`config.mk`:
```
export PLATFORM = sky130hd
export DESIGN_NAME = seg_msg_scroller
export DESIGN_NICKNAME = d
export VERILOG_FILES = /design/src/rtl/seg_codes_pkg.sv /design/src/rtl/seg_step_tick.sv /design/src/rtl/seg_msg_scroller.sv
export SDC_FILE = /design/constraint.sdc
export NUM_CORES = 1
export LEC_CHECK = 0
export CORE_ASPECT_RATIO = 1.1
export CORE_UTILIZATION = 47
export CTS_BUF_LIST = sky130_fd_sc_hd__clkbuf_16
export DETAILED_ROUTE_END_ITERATION = 12
export GPL_ROUTABILITY_DRIVEN = 0
export PLACE_DENSITY = 0.77
export SLEW_MARGIN = 20
export SYNTH_ARGS = -nofsm -noshare
export SYNTH_HDL_FRONTEND = slang
export SYNTH_SLANG_ARGS = --single-unit
```
`constraint.sdc`:
```
create_clock -name i_clk -period 2.7 [get_ports i_clk]
set_clock_uncertainty 0.1 [all_clocks]
set_input_delay 0.81 -clock i_clk [delete_from_list [all_inputs] [get_ports i_clk]]
set_output_delay 0.81 -clock i_clk [all_outputs]
set_load 0.005 [all_outputs]
```
`src/rtl/seg_codes_pkg.sv`:
```
// Character codes, frame constants and scroller state type shared by the
// 7-segment display blocks.
package seg_codes_pkg;

  localparam int CHAR_W   = 5;
  localparam int N_DIGITS = 4;
  localparam int FRAME_W  = CHAR_W * N_DIGITS;

  localparam logic [CHAR_W-1:0] CHAR_BLANK  = 5'd31;
  localparam logic [CHAR_W-1:0] CHAR_HYPHEN = 5'd10;
  localparam logic [CHAR_W-1:0] CHAR_E      = 5'd11;
  localparam logic [CHAR_W-1:0] CHAR_R      = 5'd12;
  localparam logic [CHAR_W-1:0] CHAR_L      = 5'd13;
  localparam logic [CHAR_W-1:0] CHAR_H      = 5'd14;
  localparam logic [CHAR_W-1:0] CHAR_U      = 5'd15;
  localparam logic [CHAR_W-1:0] CHAR_P      = 5'd16;
  localparam logic [CHAR_W-1:0] CHAR_O      = 5'd17;
  localparam logic [CHAR_W-1:0] CHAR_B      = 5'd18;
  localparam logic [CHAR_W-1:0] CHAR_D      = 5'd19;
  localparam logic [CHAR_W-1:0] CHAR_N      = 5'd20;
  localparam logic [CHAR_W-1:0] CHAR_J      = 5'd21;
  localparam logic [CHAR_W-1:0] CHAR_Y      = 5'd22;

  localparam logic [FRAME_W-1:0] BLANK_FRAME = 20'hFFFFF;

  typedef enum logic {
    IDLE,
    SCROLL
  } scroll_state_t;

endpackage

```
`src/rtl/seg_step_tick.sv`:
```
// Divide-by-TICK_DIV counter that emits a one-cycle step strobe on the last
// count while enabled.
module seg_step_tick #(
  parameter int TICK_DIV = 4
) (
  input  logic i_clk,
  input  logic i_reset,
  input  logic i_clear,
  input  logic i_enable,
  output logic o_step
);

  localparam int TICK_W = (TICK_DIV > 1) ? $clog2(TICK_DIV) : 1;
  localparam logic [TICK_W-1:0] TICK_LAST = TICK_W'(TICK_DIV - 1);

  logic [TICK_W-1:0] r_tick;

  assign o_step = i_enable && (r_tick == TICK_LAST);

  always_ff @(posedge i_clk) begin
    if (i_reset || i_clear) begin
      r_tick <= '0;
    end else if (i_enable) begin
      if (o_step) begin
        r_tick <= '0;
      end else begin
        r_tick <= r_tick + 1'b1;
      end
    end
  end

endmodule

```
`src/rtl/seg_msg_scroller.sv`:
```
// Feeds the 4-digit display: passes an idle pattern through, or scrolls a
// latched message right-to-left and pulses done once it has fully exited.
module seg_msg_scroller
  import seg_codes_pkg::*;
#(
  parameter int MSG_LEN  = 8,
  parameter int TICK_DIV = 25_000_000,
  parameter int LEN_W    = $clog2(MSG_LEN + 1)
) (
  input  logic                        i_clk,
  input  logic                        i_reset,
  input  logic [FRAME_W-1:0]          i_idle_data,
  input  logic                        i_msg_valid,
  output logic                        o_msg_ready,
  input  logic [CHAR_W*MSG_LEN-1:0]   i_msg_text,
  input  logic [LEN_W-1:0]            i_msg_len,
  input  logic                        i_abort,
  output logic [FRAME_W-1:0]          o_seg_data,
  output logic                        o_busy,
  output logic                        o_done
);

  // pos runs to len+4 after the final step, so it needs room beyond MSG_LEN
  localparam int POS_W = $clog2(MSG_LEN + 5);

  scroll_state_t     r_state;
  scroll_state_t     w_nextState;
  logic [FRAME_W-1:0] r_seg;
  logic [FRAME_W-1:0] w_nextSeg;
  logic              r_done;
  logic              w_nextDone;
  logic [CHAR_W-1:0] r_msgBuf [MSG_LEN];
  logic [POS_W-1:0]  r_msgLen;
  logic [POS_W-1:0]  r_pos;
  logic [LEN_W-1:0]  w_lenClamped;
  logic              w_accept;
  logic              w_loadBuf;
  logic              w_posClear;
  logic              w_posInc;
  logic              w_step;
  logic              w_lastStep;
  logic [CHAR_W-1:0] w_bufChar;
  logic [CHAR_W-1:0] w_char;

  assign o_msg_ready  = (r_state == IDLE);
  assign o_busy       = (r_state == SCROLL);
  assign o_done       = r_done;
  assign o_seg_data   = r_seg;
  assign w_accept     = i_msg_valid && o_msg_ready;
  assign w_lenClamped = (i_msg_len > LEN_W'(MSG_LEN)) ? LEN_W'(MSG_LEN) : i_msg_len;
  assign w_lastStep   = (r_pos == r_msgLen + POS_W'(3));

  seg_step_tick #(
    .TICK_DIV (TICK_DIV)
  ) u_tick (
    .i_clk    (i_clk),
    .i_reset  (i_reset),
    .i_clear  (w_accept),
    .i_enable (r_state == SCROLL),
    .o_step   (w_step)
  );

  // Past the end of the message the blank character is shifted in
  always_comb begin
    w_bufChar = CHAR_BLANK;
    for (int i = 0; i < MSG_LEN; i++) begin
      if (r_pos == POS_W'(i)) begin
        w_bufChar = r_msgBuf[i];
      end
    end
    w_char = (r_pos < r_msgLen) ? w_bufChar : CHAR_BLANK;
  end

  always_ff @(posedge i_clk) begin
    if (i_reset) begin
      r_state <= IDLE;
      r_seg   <= BLANK_FRAME;
      r_done  <= 1'b0;
    end else begin
      r_state <= w_nextState;
      r_seg   <= w_nextSeg;
      r_done  <= w_nextDone;
    end
  end

  // Abort takes priority over a step landing on the same edge
  always_comb begin
    w_nextState = r_state;
    w_nextSeg   = r_seg;
    w_nextDone  = 1'b0;
    w_loadBuf   = 1'b0;
    w_posClear  = 1'b0;
    w_posInc    = 1'b0;
    case (r_state)
      IDLE: begin
        w_nextSeg = i_idle_data;
        if (w_accept) begin
          w_loadBuf  = 1'b1;
          w_posClear = 1'b1;
          if (w_lenClamped != '0) begin
            w_nextState = SCROLL;
            w_nextSeg   = BLANK_FRAME;
          end else begin
            w_nextDone = 1'b1;
          end
        end
      end
      SCROLL: begin
        if (i_abort) begin
          w_nextState = IDLE;
          w_nextSeg   = i_idle_data;
        end else if (w_step) begin
          w_nextSeg = {r_seg[FRAME_W-CHAR_W-1:0], w_char};
          w_posInc  = 1'b1;
          if (w_lastStep) begin
            w_nextState = IDLE;
            w_nextDone  = 1'b1;
          end
        end
      end
      default: begin
        w_nextState = IDLE;
      end
    endcase
  end

  always_ff @(posedge i_clk) begin
    if (i_reset || w_posClear) begin
      r_pos <= '0;
    end else if (w_posInc) begin
      r_pos <= r_pos + 1'b1;
    end
  end

  always_ff @(posedge i_clk) begin
    if (i_reset) begin
      r_msgLen <= '0;
      for (int i = 0; i < MSG_LEN; i++) begin
        r_msgBuf[i] <= CHAR_BLANK;
      end
    end else if (w_loadBuf) begin
      r_msgLen <= POS_W'(w_lenClamped);
      for (int i = 0; i < MSG_LEN; i++) begin
        r_msgBuf[i] <= i_msg_text[i*CHAR_W +: CHAR_W];
      end
    end
  end

endmodule
```
==> results.md, run 1 <==
- # rows: 37
- Commonest non-fill, non-tap cell in the layout: clkdlybuf4s50_1
- Multi-input gate area: 0.00205 mm²
- Crit path launch type: flop
- Per-cell routed wire length: about 16 µm
- Worst-Skew Late Latency: around 340 ps
- CP cell instances: buf_4, inv_1, clkdlybuf4s50_1
- Die Area: 0.0100 mm²
- Post-synthesis async set-or-reset flop share: 0%
- Finished layout cell area: 0.00586 mm²
- Setup repair after global routing missed its margin: no
- Final core utilization: a little over three fifths
- Fin crit share: between 90% and 100%
- P_leak: 1.96 nW
- WP data required: ~1800 ps
- Crit end category: primary output
- Final instance count without filler cells: 678
- Synth Instances: around 470
- Final Slew Violations: 0
- Final number of hold-violating endpoints: 0
- Pre-CTS setup slack: 137 ps
- Clock root buffer: clkbuf_16
- Final nets: around 630
- Crit path kind: flop to primary output
- Initial DRT Pass Iterations: 8
- Synth Cell Area: 0.00452 mm²
- Synthesized area per cell: 9.65 µm²
- Commonest cells after routing, fill and taps aside: clkdlybuf4s50_1, nor2_1, dfxtp_1, nand2_1, edfxtp_1
- Area grow syn2layout: 29.7%
- Overall die height: 105 µm
- Number of synthesized flops with an enable pin: 40
- Fin Hold WS: 367 ps
- Starting DRT DRC Count: 219
- Final min period: 2460 ps
- Worst setup margin: 242 ps
- Status: finished clean
- Ys Warns: 0
- Initial antenna violation count: 0
- Fmax: 407 MHz
- Drt via density: 5.71
- Fillers: 779
- CTS tree: built
- Share of cells above drive strength 1: 7.84%
- Setup Buffers After CTS: 0
- Max_cap viols: 0
- Total CTS buffers: 9
- Synth Net Count: around 550
- Post-DP HPWL: between 7 and 8 mm
- CTS sink count: 95
- Vias in the first global route: 3,714
- DRC Markers: 0
- H-tree lvl count: 3
- Placed cells: 662
- Vias post-DR: 3,870
- Core area: 0.00935 mm²
- Setup TNS: 0 ps
- VDD IR max: 0.281 mV
- R2R setup slack: 300 ps
- Overall routing resource usage: 22.3%
- Maximum buffer depth of the clock tree: 2
- # resized after CTS: 0
- # hold bufs at CTS: 0
- FF+latch count, synth: 95
- Worst path arrival time: 1550 ps
- Seq/Total Area, Yosys: between 50% and 60%
- HP Class: flop to flop
- Global-route wire length before repair: 17.5 mm
- Initial Util: between 40% and 50%
- Power Dens Cells: 536 mW/mm²
- Relative slew slack: 57.0%
- Aggregate global routing overflow: 0
- Main synth FF type: dfxtp_1
- Clk slew on worst S/H paths: 60 ps
- Chip width: 95.5 µm
- CP max FO: 10
- Instance area at placement: 0.00558 mm²
- Tot Pwr: 3.14 mW
- Pin count of the biggest net entering global routing: 41
- CP max-delay cell: clkdlybuf4s50_1
- CP peak stage delay: 540 ps
- Synth cell types: 46
- Sequential Area: 0.00230 mm²
- Final setup viols: 0
- Post-DRT Antenna Nets: 0
- I/O Buffers: 90
- Diode count: 0
- WL final: roughly 11 mm
- Total I/O pin count: 91
- Worst-Margin Slew: approximately 640 ps
## layout make-up
| cell class | instances | area share [%] |
|---|---|---|
| Tap cell | 117 | 2.50 |
| Clock inverter | 7 | 0.812 |
| Timing Repair Buffer | 106 | 17.8 |
| Inverter | 13 | 0.833 |
| Multi-Input combinational cell | 331 | 34.9 |
| Clock buffer | 9 | 3.85 |
| Sequential cell | 95 | 39.3 |
## path summary, 6_finish.rpt
check	start	endpoint	cells past startpoint
max	o_busy	o_msg_ready	3
min reg2reg	o_seg_data[18]	o_seg_data[18]	1
max reg2reg	u_tick.r_tick[0]	r_pos[3]	5
min	o_seg_data[18]	o_seg_data[18]	1
## synthesized netlist by cell type (4+ instances only)
master | n | share of area [%]
nor2_1 | 57 | 4.7
dfxtp_1 | 55 | 24
nand2_1 | 53 | 4.4
edfxtp_1 | 40 | 27
or3_1 | 30 | 4.2
clkbuf_1 | 23 | 1.9
xnor2_1 | 22 | 4.3
a211o_1 | 20 | 3.9
a31oi_1 | 20 | 2.8
inv_1 | 12 | 1.0
ha_1 | 10 | 2.8
o221ai_1 | 10 | 1.9
or2_2 | 10 | 1.4
nand3_1 | 9 | 1.0
nor3_1 | 8 | 0.89
and3_1 | 7 | 0.97
nand4_1 | 7 | 0.97
xor2_1 | 7 | 1.4
a21oi_1 | 6 | 0.66
o21ai_0 | 6 | 0.66
a22oi_1 | 5 | 0.83
a32oi_1 | 5 | 0.97
o22ai_1 | 5 | 0.69
and4_1 | 4 | 0.78
nor4_1 | 4 | 0.55
## routing by layer
layer  wire length [µm]  GRT usage, %
met1               4720          29.9
met2               4990          34.5
met3                665          5.24
met4                297          8.74
met5                  0             0
## flip-flops by register name, indices dropped and copies added (netlist names)
register	cells
o_done	1
u_tick.r_tick	25
r_msgLen	4
o_busy	1
o_seg_data	20
r_pos	4
r_msgBuf	40
## where the power goes
part | total [mW] | internal [mW] | switching (mW)
combinational | 0.386 | 0.219 | 0.166
clock | 1.16 | 0.624 | 0.537
sequential | 1.59 | 1.56 | 0.0338
## logic make-up (layout without fill, tap and decap cells)
group                    Yosys count  in the layout  synth area share, %
multiplexers                       1              1                0.222
XOR/XNOR                          29             29                 5.62
adder cells (fa/ha/maj)           10             10                 2.77
AO/OA/AOI/OAI                     83             83                 13.5
flip-flops                        95             95                 51.0
buffers and inverters             42            135                 3.74
AND/OR/NAND/NOR                  208            208                 23.2
## worst max-delay path: cells and delay by family, from the launching register on
family	cells	cell delay, ps
buffers and inverters	3	890
DFF	1	320
Power figures use the tool's default switching activity.
==> run 2: changes to the inputs <==
--- a/config.mk
+++ b/config.mk
@@ -10,8 +10,9 @@
 export CTS_BUF_LIST = sky130_fd_sc_hd__clkbuf_16
 export DETAILED_ROUTE_END_ITERATION = 12
 export GPL_ROUTABILITY_DRIVEN = 0
-export PLACE_DENSITY = 0.77
+export PLACE_DENSITY = 0.78
 export SLEW_MARGIN = 20
 export SYNTH_ARGS = -nofsm -noshare
 export SYNTH_HDL_FRONTEND = slang
+export SYNTH_HIERARCHICAL = 1
 export SYNTH_SLANG_ARGS = --single-unit
==> run 2 against run 1 <==
Compared with the run above: non-clock buffer count grew 4; combinational power is 5% lower; final area up 5.8%; flip-flop and latch count is the same; register-to-register slack got worse by 160 ps; total power grew 8.4%.
==> results.md, run 2 <==
- Power Dens Cells: 549 mW/mm² (was 536 mW/mm²)
- Final number of hold-violating endpoints: 0 (unchanged)
- Synthesized area per cell: 9.43 µm² (was 9.65 µm²)
- Vias in the first global route: 3,924 (was 3,714)
- Commonest cells after routing, fill and taps aside: clkdlybuf4s50_1, a21oi_1, dfxtp_1, nor2_1, or3_1 (was clkdlybuf4s50_1, nor2_1, dfxtp_1, nand2_1, edfxtp_1)
- Drt via density: 5.83 (was 5.71)
- Post-synthesis async set-or-reset flop share: 0% (unchanged)
- Total I/O pin count: 91 (unchanged)
- Synth area leaders: edfxtp_1, dfxtp_1, a21oi_1 (was edfxtp_1, dfxtp_1, nor2_1)
- Max FFs per register: 40 (unchanged)
- Aggregate global routing overflow: 0 (unchanged)
- Reg2Reg Launch Point: u_tick/r_tick[0] (was u_tick.r_tick[0])
- Initial antenna violation count: 0 (unchanged)
- Die Area: 0.0105 mm² (was 0.0100 mm²)
- Synth Net Count: 579 (was 546)
- Core area: 0.00979 mm² (was 0.00935 mm²)
- HP Class: flop to flop (unchanged)
- Post-synth top cells: a21oi_1, dfxtp_1, nor2_1 (was nor2_1, dfxtp_1, nand2_1)
- Clock root buffer: clkbuf_16 (unchanged)
- Final min period: 2560 ps (was 2460 ps)
- CTS sink count: 95 (unchanged)
- Overall die height: 107 µm (was 105 µm)
- Clk slew on worst S/H paths: 70 ps (was 60 ps)
- Share of cells above drive strength 1: 10.5% (was 7.84%)
- Synth Cell Area: 0.00472 mm² (was 0.00452 mm²)
- DRC Markers: 0 (unchanged)
- Biggest register: r_msgBuf (unchanged)
- Area leader, netlist: edfxtp_1 (unchanged)
- Met3 Use GR: 4.37% (was 5.24%)
- CP max FO: 5 (was 10)
- Final setup viols: 0 (unchanged)
- Number of synthesized flops with an enable pin: 40 (unchanged)
- GR Util met2: 37.3% (was 34.5%)
- Maximum buffer depth of the clock tree: 2 (unchanged)
- Synth Instances: 501 (was 468)
- P_leak: 2.07 nW (was 1.96 nW)
- Setup TNS: 0 ps (unchanged)
- Starting DRT DRC Count: 217 (was 219)
- VDD IR max: 0.363 mV (was 0.281 mV)
- Commonest non-fill, non-tap cell in the layout: clkdlybuf4s50_1 (unchanged)
- Top-count cell post-synth: a21oi_1 (was nor2_1)
- Total CTS buffers: 9 (unchanged)
- Final nets: 672 (was 634)
- Register-to-Register Path Depth: 9 (was 5)
- Synth cell types: 47 (was 46)
- Status: finished clean (unchanged)
- H-tree lvl count: 3 (unchanged)
- Vias post-DR: 4,195 (was 3,870)
- Relative slew slack: 61.8% (was 57.0%)
- Seq/Total Area, Yosys: 48.7% (was 51.0%)
- Share of the synthesized area in the top cell type: 25.4% (was 26.6%)
- Ys Warns: 6 (was 0)
- Instance area at placement: 0.00583 mm² (was 0.00558 mm²)
- Final instance count without filler cells: 719 (was 678)
- Pre-CTS setup slack: 51.2 ps (was 137 ps)
- Post-DP HPWL: 8.06 mm (was 7.64 mm)
- Hold path start: u_tick/r_tick[24] (was o_seg_data[18])
- Main synth FF type: dfxtp_1 (unchanged)
- I/O Buffers: 90 (unchanged)
- WL final: 11.4 mm (was 10.7 mm)
- Finished layout cell area: 0.00620 mm² (was 0.00586 mm²)
- Overall routing resource usage: 21.8% (was 22.3%)
- Setup repair after global routing missed its margin: no (unchanged)
- Crit path kind: flop to flop (was flop to primary output)
- Final core utilization: 63.3% (was 62.6%)
- FF+latch count, synth: 95 (unchanged)
- Worst-Margin Slew: 574 ps (was 640 ps)
- Final Slew Violations: 0 (unchanged)
- Worst path arrival time: 2670 ps (was 1550 ps)
- R2R setup slack: 140 ps (was 300 ps)
- Reg2reg end: o_seg_data[1] (was r_pos[3])
- Fmax: 391 MHz (was 407 MHz)
- Initial DRT Pass Iterations: 5 (was 8)
- WP data required: 2820 ps (was 1790 ps)
- Global-route wire length before repair: 18.4 mm (was 17.5 mm)
- Hold Crit Depth: 2 (was 1)
- Post-DRT Antenna Nets: 0 (unchanged)
- Diode count: 0 (unchanged)
- Fillers: 816 (was 779)
- Worst Hold End: u_tick/r_tick[24] (was o_seg_data[18])
- Fin crit share: 94.7% (was 91.0%)
- Worst setup margin: 144 ps (was 242 ps)
- # hold bufs at CTS: 0 (unchanged)
- Crit end category: flop (was primary output)
- Tot Pwr: 3.40 mW (was 3.14 mW)
- Max_cap viols: 0 (unchanged)
- Pin count of the biggest net entering global routing: 58 (was 41)
- Initial Util: 48.2% (was 48.3%)
- Worst-Skew Late Latency: 330 ps (was 340 ps)
- GRT busiest layer: met2 (unchanged)
- Crit path launch type: flop (unchanged)
- Placed cells: 702 (was 662)
- Met1 Use GR: 27.4% (was 29.9%)
- # rows: 38 (was 37)
- Area grow syn2layout: 31.2% (was 29.7%)
- CTS tree: built (unchanged)
- Chip width: 97.6 µm (was 95.5 µm)
- Fin Hold WS: 378 ps (was 367 ps)
- Per-cell routed wire length: 15.9 µm (was 15.7 µm)
run 2: cell count changes after synthesis, moves of 9 or more:
cell and change:
a21oi_1 +53, xnor2_1 -11, or3_1 +12, a211o_1 -19, o21ai_0 +9, nand2_1 -22
o221ai_1 -10, o22ai_1 +19, a31oi_1 -20
run 2: what timing repair did:
item                                    4_1_cts  5_1_grt
endpoints found under the setup margin        0        5
gates resized for setup                       0        3
setup buffers                                 0        1
hold endpoints to repair                      0        0
run 2: kinds of logic after synthesis:
group | count (synthesis) | share of synthesized area, %
DFF | 95 | 48.7
adders and majority gates | 10 | 2.65
AOI/OAI and AO/OA | 130 | 17.0
buffers and inverters | 45 | 4.34
xor gates and xnor gates | 17 | 3.15
and+or+nand+nor | 204 | 24.1
run 2: layout make-up:
cell class | count | area [µm²] | share of cell area (%)
sequential | 95 | 2300 | 37.1
multi-input combinational | 361 | 2230 | 35.9
timing repair buffer | 110 | 1100 | 17.8
clock buffer | 11 | 275 | 4.44
tap | 120 | 150 | 2.42
clock inverter | 5 | 76.3 | 1.23
inverter | 17 | 63.8 | 1.03
run 2: how the worst max path moves through the flow:
| stage | from | endpoint | slack [ps] |
|---|---|---|---|
| 2_1_floorplan | u_tick/r_tick[0] | r_pos[3] | 170 |
| 3_3_place_gp | i_msg_len[2] | o_seg_data[8] | 90 |
| 3_5_place_dp | i_msg_len[2] | o_seg_data[11] | 50 |
| 4_1_cts | u_tick/r_tick[0] | o_seg_data[1] | 20 |
| 5_1_grt | u_tick/r_tick[0] | o_seg_data[1] | 50 |
| 6_report | u_tick/r_tick[0] | o_seg_data[1] | 140 |
run 2: critical path, stage by stage, from the launching register on:
cell     delay [ps]
dfxtp_1         410
ha_1            230
nand3_1         140
or4_4           590
nor2_2          150
buf_6           130
nor2_1           60
nor2_1          280
a22o_1          260
o31ai_2         100
run 2: routing by layer:
| metal | part of all wire (%) | vias up |
|---|---|---|
| li1 | - | 2022 |
| met1 | 42 | 1990 |
| met2 | 51 | 155 |
| met3 | 5.0 | 28 |
| met4 | 2.1 | 0 |
| met5 | 0 | - |
run 2: where the power goes:
| group | switching (mW) | leakage (nW) | internal (mW) |
|---|---|---|---|
| registers | 0.0331 | 0.781 | 1.55 |
| clock network | 0.528 | 0.175 | 0.921 |
| logic | 0.154 | 1.12 | 0.213 |
==> run 3: changes to the inputs <==
--- a/config.mk
+++ b/config.mk
@@ -10,9 +10,8 @@
 export CTS_BUF_LIST = sky130_fd_sc_hd__clkbuf_16
 export DETAILED_ROUTE_END_ITERATION = 12
 export GPL_ROUTABILITY_DRIVEN = 0
-export PLACE_DENSITY = 0.78
+export PLACE_DENSITY = 0.79
 export SLEW_MARGIN = 20
 export SYNTH_ARGS = -nofsm -noshare
 export SYNTH_HDL_FRONTEND = slang
-export SYNTH_HIERARCHICAL = 1
 export SYNTH_SLANG_ARGS = --single-unit
==> run 3 against run 2 <==
Compared with the run above: cell count fell by 6.0%; clock-buffer cell count fell by 1; first-iteration DRC count rose by 4.6%; sequential share of layout area rose by 1.8 points; final area fell by 4.6%; maximum frequency rose by 3.8%; utilization fell by 0.053 points; combinational power rose by 6.0%; worst hold slack got worse by 15 ps; via count fell by 8.2%; sequential power barely moved; critical path type is now flop to primary output; highest routed layer unchanged.
==> results.md, run 3 (synthesized netlist as in run 1, its figures left out) <==
- Status: finished clean (unchanged)
- Worst-Margin Slew: 752 ps (was 574 ps)
- Fmax: 406 MHz (was 391 MHz)
- HP Class: flop to flop (unchanged)
- CP cell instances: buf_4, inv_1, clkdlybuf4s50_1 (was ha_1, nand3_1, or4_4, nor2_2, buf_6, nor2_1, nor2_1, a22o_1, o31ai_2)
- Final core utilization: 63.2% (was 63.3%)
- Chip width: 95.5 µm (was 97.6 µm)
- CTS tree: built (unchanged)
- Post-DP HPWL: 8.02 mm (was 8.06 mm)
- Biggest register: r_msgBuf (unchanged)
- Pin count of the biggest net entering global routing: 41 (was 58)
- Fin Hold WS: 363 ps (was 378 ps)
- Max_cap viols: 0 (unchanged)
- Drt via density: 5.70 (was 5.83)
- Aggregate global routing overflow: 0 (unchanged)
- Setup TNS: 0 ps (unchanged)
- Vias in the first global route: 3,704 (was 3,924)
- Final number of hold-violating endpoints: 0 (unchanged)
- Sw frac: 21.6% (was 21.0%)
- Setup repair after global routing missed its margin: no (unchanged)
- Die Area: 0.0100 mm² (was 0.0105 mm²)
- Power Dens Cells: 569 mW/mm² (was 549 mW/mm²)
- Post-DRT Antenna Nets: 0 (unchanged)
- VDD IR max: 0.264 mV (was 0.363 mV)
- Area grow syn2layout: 30.9% (was 31.2%)
- Comb pwr share: 11.6% (was 10.8%)
- Setup Buffers After CTS: 0 (unchanged)
- Register-to-Register Path Depth: 5 (was 9)
- Diode count: 0 (unchanged)
- H-tree lvl count: 3 (unchanged)
- Starting DRT DRC Count: 227 (was 217)
- Sequential power share: 47.3% (was 46.6%)
- I/O Buffers: 90 (unchanged)
- Relative slew slack: 49.4% (was 61.8%)
- Overall routing resource usage: 23.2% (was 21.8%)
- CP max-delay cell: clkdlybuf4s50_1 (was or4_4)
- Global-route wire length before repair: 17.9 mm (was 18.4 mm)
- Total I/O pin count: 91 (unchanged)
- Initial antenna violation count: 0 (unchanged)
- P_leak: 1.99 nW (was 2.07 nW)
- WP data required: 1790 ps (was 2820 ps)
- Fin crit share: 91.2% (was 94.7%)
- Clock root buffer: clkbuf_16 (unchanged)
- Hold Crit Depth: 1 (was 2)
- Initial Util: 48.3% (was 48.2%)
- Final min period: 2460 ps (was 2560 ps)
- WL final: 11.1 mm (was 11.4 mm)
- Total CTS buffers: 9 (unchanged)
- Int Power: 2.64 mW (was 2.69 mW)
- Crit path launch type: flop (unchanged)
- Initial DRT Pass Iterations: 5 (unchanged)
- # rows: 37 (was 38)
- Final setup viols: 0 (unchanged)
- # resized after CTS: 0 (unchanged)
- # hold bufs at CTS: 0 (unchanged)
- CP peak stage delay: 540 ps (was 590 ps)
- Crit path kind: flop to primary output (was flop to flop)
- Worst-Skew Late Latency: 340 ps (was 330 ps)
- Clk slew on worst S/H paths: 70 ps (about the same)
- Share of cells above drive strength 1: 7.69% (was 10.5%)
- Commonest cells after routing, fill and taps aside: clkdlybuf4s50_1, nor2_1, dfxtp_1, nand2_1, edfxtp_1 (was clkdlybuf4s50_1, a21oi_1, dfxtp_1, nor2_1, or3_1)
- DRC Markers: 0 (unchanged)
- CTS sink count: 95 (unchanged)
- Net Sw Power: 0.726 mW (was 0.715 mW)
- Fillers: 774 (was 816)
- Final Slew Violations: 0 (unchanged)
- Maximum buffer depth of the clock tree: 2 (unchanged)
- Clock group share of total power: 41.1% (was 42.6%)
- Worst path arrival time: 1550 ps (was 2670 ps)
- Final nets: 632 (was 672)
- Max FFs per register: 40 (unchanged)
- Overall die height: 105 µm (was 107 µm)
- Commonest non-fill, non-tap cell in the layout: clkdlybuf4s50_1 (unchanged)
- CP max FO: 9 (was 5)
- Vias post-DR: 3,850 (was 4,195)
- Core area: 0.00935 mm² (was 0.00979 mm²)
- Crit end category: primary output (was flop)
- Per-cell routed wire length: 16.4 µm (was 15.9 µm)
==> run 3: changes by cell type in the layout (fill, tap and decap cells not counted), sizes merged, moves of 6 or more <==
| cell | before | now |
|---|---|---|
| a31oi | 0 | 20 |
| nand2 | 31 | 53 |
| or3 | 42 | 30 |
| o221ai | 0 | 10 |
| o21ai | 17 | 6 |
| inv | 19 | 13 |
| a21oi | 61 | 6 |
| a211o | 1 | 20 |
| nor2 | 49 | 57 |
| nor2b | 9 | 3 |
| o22ai | 24 | 5 |
| xnor2 | 11 | 22 |
| o31ai | 10 | 2 |
==> run 3: stage by stage <==
| stage | setup WS (ps) | cell area [µm²] | power (mW) | std cells |
|---|---|---|---|---|
| finish | 237 | 5910 | 3.37 | 676 |
| global route | 167 | 5910 | 3.47 | 676 |
| CTS | 224 | 5910 | 3.38 | 676 |
| detailed placement | -47.3 | 5580 | 2.01 | 660 |
| global placement | -17.7 | 5580 | 2.00 | 660 |
| floorplan | 429 | 4520 | 1.79 | 468 |
==> run 3: metal layers <==
layer,routed length (µm),track usage [%],vias to the layer above
met4,210,8.21,0
met3,652,5.46,16
met1,4740,29.4,1852
met5,0,0,-
met2,5480,38.2,109
li1,-,-,1873
==> run 3: final timing paths <==
check                           slack [ps]              to        startpoint
worst min-delay path                   360  o_seg_data[15]    o_seg_data[15]
worst max-delay path                   240     o_msg_ready            o_busy
worst min register to register         360  o_seg_data[15]    o_seg_data[15]
worst max register to register         310        r_pos[3]  u_tick.r_tick[2]
==> run 3: area by class of cell <==
type | count | area (µm²) | share of cell area (%)
multi-input cells | 331 | 2050 | 34.6
clock buffers | 10 | 250 | 4.23
repair buffers | 104 | 1040 | 17.6
well taps | 117 | 146 | 2.48
flip-flops and latches | 95 | 2300 | 38.9
clock inverters | 6 | 81.3 | 1.38
inverters | 13 | 48.8 | 0.825
==> run 3: power groups by stage <==
| stage | clock network [mW] | registers [mW] | logic, mW |
|---|---|---|---|
| after detailed placement | 0 | 1.62 | 0.387 |
| after global placement | 0 | 1.62 | 0.376 |
| final | 1.39 | 1.59 | 0.389 |
| after global routing | 1.45 | 1.60 | 0.424 |
| after floorplan | 0 | 1.62 | 0.171 |
| after CTS | 1.40 | 1.59 | 0.390 |
==> run 3: worst max-delay path, delay by kind of cell (launching register included) <==
family | cells | cell delay [ps]
buf+inv | 3 | 870
flops | 1 | 320
